==> config.mk <==
export PLATFORM = sky130hd
export DESIGN_NAME = pulse_train_generator
export DESIGN_NICKNAME = d
export VERILOG_FILES = /design/src/rtl/pulse_train_pkg.sv /design/src/rtl/pulse_train_cnt.sv /design/src/rtl/pulse_train_generator.sv
export SDC_FILE = /design/constraint.sdc
export NUM_CORES = 1
export LEC_CHECK = 0
export CAP_MARGIN = 20
export CORE_ASPECT_RATIO = 0.75
export CORE_MARGIN = 2
export CORE_UTILIZATION = 54
export CTS_CLUSTER_SIZE = 20
export DETAILED_ROUTE_END_ITERATION = 12
export GPL_ROUTABILITY_DRIVEN = 0
export GPL_TIMING_DRIVEN = 1
export PLACE_DENSITY_LB_ADDON = 0.1
export SETUP_SLACK_MARGIN = 0.05
export SYNTH_ARGS = -nofsm -noshare
export SYNTH_HDL_FRONTEND = slang
export SYNTH_SLANG_ARGS = --single-unit
==> constraint.sdc <==
create_clock -name clk -period 4.5 [get_ports clk]
set_input_delay 1.35 -clock clk [delete_from_list [all_inputs] [get_ports clk]]
set_output_delay 1.35 -clock clk [all_outputs]
set_load 0.02 [all_outputs]
==> src/rtl/pulse_train_pkg.sv <==
// ============================================================================
// Module : pulse_train_pkg
// Brief  : Shared state type and default widths for the pulse train generator.
// Rev    : 1.0  initial release
// ============================================================================
`default_nettype none

package pulse_train_pkg;

  localparam int LEN_W_DEF = 16;
  localparam int NUM_W_DEF = 8;

  typedef enum logic [1:0] {
    IDLE = 2'd0,
    HIGH = 2'd1,
    LOW  = 2'd2,
    FIN  = 2'd3
  } state_e;

endpackage

`default_nettype wire

==> src/rtl/pulse_train_cnt.sv <==
// ============================================================================
// Module : pulse_train_cnt
// Brief  : Loadable down-counter that saturates at zero.
// Rev    : 1.0  initial release
// ============================================================================
`default_nettype none

module pulse_train_cnt #(
  parameter int W = 8
) (
  input  logic         clk,
  input  logic         rst_n,
  input  logic         load,
  input  logic [W-1:0] load_val,
  input  logic         en,
  output logic         zero
);

  logic [W-1:0] cnt_q;

  always_ff @(posedge clk or negedge rst_n) begin
    if (!rst_n) begin
      cnt_q <= '0;
    end else if (load) begin
      cnt_q <= load_val;
    end else if (en && (cnt_q != '0)) begin
      cnt_q <= cnt_q - W'(1);
    end
  end

  assign zero = (cnt_q == '0);

endmodule

`default_nettype wire

==> src/rtl/pulse_train_generator.sv <==
// ============================================================================
// Module : pulse_train_generator
// Brief  : Generates num pulses of programmable high/low length on trig.
//          Define PULSE_TRAIN_RETRIG_EN to allow restarting a running train.
// Rev    : 1.0  initial release
// ============================================================================
`default_nettype none

module pulse_train_generator #(
  parameter int LEN_W = pulse_train_pkg::LEN_W_DEF,
  parameter int NUM_W = pulse_train_pkg::NUM_W_DEF
) (
  input  logic             clk,
  input  logic             rst_n,
  input  logic             trig,
  input  logic             abort,
  input  logic [LEN_W-1:0] high_len,
  input  logic [LEN_W-1:0] low_len,
  input  logic [NUM_W-1:0] num,
  output logic             pulse_out,
  output logic             busy,
  output logic             done
);

  import pulse_train_pkg::*;

`ifdef PULSE_TRAIN_RETRIG_EN
  localparam logic RETRIG = 1'b1;
`else
  localparam logic RETRIG = 1'b0;
`endif

  state_e           state_q, state_d;
  logic [LEN_W-1:0] high_q, high_d;
  logic [LEN_W-1:0] low_q, low_d;
  logic             pulse_q, busy_q, done_q;

  logic             ph_load, ph_en, ph_zero;
  logic [LEN_W-1:0] ph_val;
  logic             pc_load, pc_en, pc_zero;
  logic [NUM_W-1:0] pc_val;
  logic             start;

  assign start = trig && ((state_q == IDLE) || RETRIG);

  // The pulse counter holds pulses remaining after the current one, so a
  // zero count at the end of HIGH means this was the last pulse.
  always_comb begin
    state_d = state_q;
    high_d  = high_q;
    low_d   = low_q;
    ph_load = 1'b0;
    ph_en   = 1'b0;
    ph_val  = '0;
    pc_load = 1'b0;
    pc_en   = 1'b0;
    pc_val  = '0;
    if (abort) begin
      state_d = IDLE;
    end else if (start) begin
      high_d  = high_len;
      low_d   = low_len;
      ph_load = 1'b1;
      ph_val  = (high_len == '0) ? '0 : high_len - LEN_W'(1);
      pc_load = 1'b1;
      pc_val  = (num == '0) ? '0 : num - NUM_W'(1);
      state_d = (num == '0) ? FIN : HIGH;
    end else begin
      case (state_q)
        HIGH: begin
          if (!ph_zero) begin
            ph_en = 1'b1;
          end else if (pc_zero) begin
            state_d = FIN;
          end else begin
            pc_en   = 1'b1;
            ph_load = 1'b1;
            ph_val  = (low_q == '0) ? '0 : low_q - LEN_W'(1);
            state_d = LOW;
          end
        end
        LOW: begin
          if (!ph_zero) begin
            ph_en = 1'b1;
          end else begin
            ph_load = 1'b1;
            ph_val  = (high_q == '0) ? '0 : high_q - LEN_W'(1);
            state_d = HIGH;
          end
        end
        FIN:     state_d = IDLE;
        default: state_d = IDLE;
      endcase
    end
  end

  always_ff @(posedge clk or negedge rst_n) begin
    if (!rst_n) begin
      state_q <= IDLE;
      high_q  <= '0;
      low_q   <= '0;
      pulse_q <= 1'b0;
      busy_q  <= 1'b0;
      done_q  <= 1'b0;
    end else begin
      state_q <= state_d;
      high_q  <= high_d;
      low_q   <= low_d;
      pulse_q <= (state_d == HIGH);
      busy_q  <= (state_d == HIGH) || (state_d == LOW);
      done_q  <= (state_d == FIN);
    end
  end

  pulse_train_cnt #(.W(LEN_W)) u_phase_cnt (
    .clk      (clk),
    .rst_n    (rst_n),
    .load     (ph_load),
    .load_val (ph_val),
    .en       (ph_en),
    .zero     (ph_zero)
  );

  pulse_train_cnt #(.W(NUM_W)) u_pulse_cnt (
    .clk      (clk),
    .rst_n    (rst_n),
    .load     (pc_load),
    .load_val (pc_val),
    .en       (pc_en),
    .zero     (pc_zero)
  );

  assign pulse_out = pulse_q;
  assign busy      = busy_q;
  assign done      = done_q;

endmodule

`default_nettype wire

==> impl_metrics.env <==
export IMPL_path_cells="clkdlybuf4s50_1 -> or4_1 -> nor2_1 -> a31o_2 -> o32ai_1 -> a211oi_1 -> a21oi_1"
export IMPL_pwr_share_clk=0.316
export IMPL_cts_tree="built"
export IMPL_use_met1=0.440
export IMPL_hold_violations=0
export IMPL_area_growth_pct=17.8
export IMPL_worstSetupPathType="input port to flop"
export IMPL_drive_gt1_frac=0.0678
export IMPL_skew_ns=0.0103
export IMPL_ys_types=56
export IMPL_timing_rr_start="u_phase_cnt.cnt_q[0]"
export IMPL_nets=644
export IMPL_grt_max_degree=43
export IMPL_end_kind="flop"
export IMPL_drt_first_iter_violations=379
export IMPL_rr_worst_depth=8
export IMPL_met3_usage=0.0897
export IMPL_grt_busiest_layer="met1"
export IMPL_grt_pass1_wl_um=20200
export IMPL_cts_sinks=61
export IMPL_holdBufCountCts=0
export IMPL_comb_power_share=0.265
export IMPL_hold_depth=2
export IMPL_power_share_sequential=0.419
export IMPL_syn_avg_cell_area_um2=8.06
export IMPL_cpMaxStageDelayCell="or4_1"
export IMPL_worstMarginPinSlew_ns=0.840
export IMPL_min_delay_start="u_pulse_cnt.cnt_q[6]"
export IMPL_ys_top_cells_by_area="dfrtp_1 (35%), nand2_1 (9.6%), xor2_1 (5.4%), xnor2_1 (4.4%), ha_1 (4.3%)"
export IMPL_cts_root_buffer="clkbuf_8"
export IMPL_synth_top_family_by_area="simple AND/OR/NAND/NOR gates"
export IMPL_maxSlewHeadroom=0.440
export IMPL_synth_fa_ha_area_frac=0.0429
export IMPL_cts_setup_buffers=0
export IMPL_fp_dieH_um=82.0
export IMPL_synthArstFlopShare=1.00
export IMPL_yosys_area_share_simple=0.287
export IMPL_cts_buffer_depth=2
export IMPL_ys_ff_latch=61
export IMPL_syn_nets=602
export IMPL_dr_pass1_iters=7
export IMPL_synth_flop_cell="dfrtp_1"
export IMPL_die_x_um=108
export IMPL_hold_path_class="flop to flop"
export IMPL_p_sw_mw=0.633
export IMPL_overflow=0
export IMPL_synth_cell_area_um2=4380
export IMPL_ys_seq_area_frac=0.349
export IMPL_finalSetupTns_ns=0
export IMPL_synth_top_area_frac=0.349
export IMPL_r2r_end="u_pulse_cnt.cnt_q[1]"
export IMPL_synth_top_area_cell="dfrtp_1"
export IMPL_synth_most_common_cell="nand2_1"
export IMPL_hold_path_end="u_pulse_cnt.cnt_q[6]"
export IMPL_synth_edff_count=0
export IMPL_io_pins=47
export IMPL_vias=4228
export IMPL_clkTransAtPathRegs_ns=0.07
export IMPL_final_seq_area_um2=1530
export IMPL_slew_violations=0
export IMPL_post_drt_wl_per_cell_um=17.9
export IMPL_antenna_left=0
export IMPL_rows=28
export IMPL_critPathLaunchType="input port"
export IMPL_p_int_mw=1.20
export IMPL_outcome="completed"
export IMPL_worstPathRequired_ns=4.72
export IMPL_synth_compound_area_frac=0.167
export IMPL_h_tree_depth=3
export IMPL_route_detailed_drc=0
export IMPL_crit_family="compound AO/OA/AOI/OAI gates"
export IMPL_via_per_inst=6.08
export IMPL_rsz0062_at_grt="no"
export IMPL_timing_final_crit_share=0.800
export IMPL_dp_hpwl_um=9260
export IMPL_cts_resized=0
export IMPL_switching_share=0.346
export IMPL_synth_xor_area_share=0.0981
export IMPL_synthMuxAreaShare=0.0183
export IMPL_synth_cells=543
export IMPL_synthTopCellsByCount="nand2_1 (112), dfrtp_1 (61), a21oi_1 (34), nor2_1 (34), nor3_1 (28)"
export IMPL_power_density_nw_per_um2=355
export IMPL_n_antenna_cell=0
export IMPL_hold_worst_slack_ns=0.531
export IMPL_grt_pass1_vias=3931
export IMPL_cp_data_arrival_time_ns=3.82
export IMPL_synth_warnings=0
export IMPL_die_area_um2=8850
export IMPL_multi_input_area_um2=2690
export IMPL_antenna_found_initial=0
export IMPL_slowest_delay_ns=0.56
export IMPL_fill_cells=697
export IMPL_finalCriticalPeriod_ns=3.60
export IMPL_setup_violations=0
export IMPL_use_met2=0.435
export IMPL_cts_made_buffers=9
export IMPL_track_usage=0.301
export IMPL_io_buffers=46
export IMPL_vdd_drop_max_mv=0.188
export IMPL_critPathMaxFanout=13
export IMPL_coreArea_um2=7880
export IMPL_floorplan_initialDensity=0.555
export IMPL_reg2reg_slack_ns=1.63
export IMPL_cap_violations=0
export IMPL_cp_num_buf_inv=1
export IMPL_max_freq_ghz=0.278
export IMPL_clock_latency_ns=0.36
export IMPL_wirelength_um=12400
export IMPL_p_leak_nw=2.12
## metal layers
| layer | up-vias | wire length (um) |
|---|---|---|
| li1 | 2025 | - |
| met2 | 214 | 5070 |
| met4 | 0 | 148 |
| met3 | 16 | 1330 |
| met5 | - | 0 |
| met1 | 1973 | 5890 |
## sequential cells by signal (all words and copies together) (netlist names)
register           count
done                   1
u_phase_cnt.cnt_q     16
high_q                16
busy                   1
low_q                 16
u_pulse_cnt.cnt_q      8
state_q                2
pulse_out              1
## logic make-up (layout without fill, tap and decap cells)
logic type,Yosys count,count (layout)
simple gates,259,259
compound gates,109,109
flops,61,61
xor+xnor,49,49
buf+inv,43,90
fa+ha+maj,15,15
mux,7,7
## power by group through the flow
| stage | combinational, mW | sequential (mW) | clock (mW) |
|---|---|---|---|
| final | 0.485 | 0.768 | 0.579 |
| after global routing | 0.540 | 0.782 | 0.601 |
| after CTS | 0.478 | 0.762 | 0.581 |
| after detailed placement | 0.474 | 0.772 | 0 |
| after global placement | 0.463 | 0.767 | 0 |
| after floorplan | 0.326 | 0.737 | 0 |
## through the flow
stage / worst slack [ns] / util / instance area, um2 / power [mW] / instances
3_3_place_gp: 0.673 / 0.625 / 4930 / 1.23 / 679
3_5_place_dp: 0.636 / 0.625 / 4930 / 1.25 / 679
4_1_cts: 1.01 / 0.654 / 5160 / 1.82 / 695
6_report: 0.899 / 0.654 / 5160 / 1.83 / 695
2_1_floorplan: 1.30 / - / 4380 / 1.06 / 543
5_1_grt: 0.761 / 0.654 / 5160 / 1.92 / 695
## tightest hold or removal path: stages, from the launching register on
cell and delay [ns]:
dfrtp_1 0.35, o21ai_0 0.08, o21ai_0 0.06
## cell usage in the layout, fill, tap and decap left out, drive strengths merged, types with 5 or more instances in the layout
master	n
a21oi	35
buf	8
clkbuf	13
clkdlybuf4s50	45
dfrtp	61
ha	15
inv	21
mux2	5
nand2	112
nand2b	7
nand3	8
nand4	8
nor2	34
nor2b	6
nor3	28
nor4	18
o21ai	22
o22a	6
o22ai	5
o32ai	5
or3	10
or4	10
xnor2	22
xor2	27
## how the worst max path moves through the flow
stage | end | slack, ns | from | depth (start not counted)
after floorplan | u_phase_cnt.cnt_q[14] | 1.30 | abort | 7
after global placement | u_phase_cnt.cnt_q[6] | 0.67 | high_len[8] | 7
after detailed placement | u_phase_cnt.cnt_q[6] | 0.64 | high_len[8] | 7
after CTS | u_phase_cnt.cnt_q[6] | 1.01 | high_len[8] | 7
after global routing | u_phase_cnt.cnt_q[6] | 0.76 | high_len[8] | 7
final | u_phase_cnt.cnt_q[6] | 0.90 | high_len[8] | 7
## final cells by class
type                       count  area share
multi-input combinational    439       0.521
tap                          105      0.0255
inverter                      21      0.0153
sequential                    61       0.296
clock buffer                  13      0.0308
clock inverter                 3      0.0131
timing repair buffer          53      0.0985
Power figures use the tool's default switching activity.
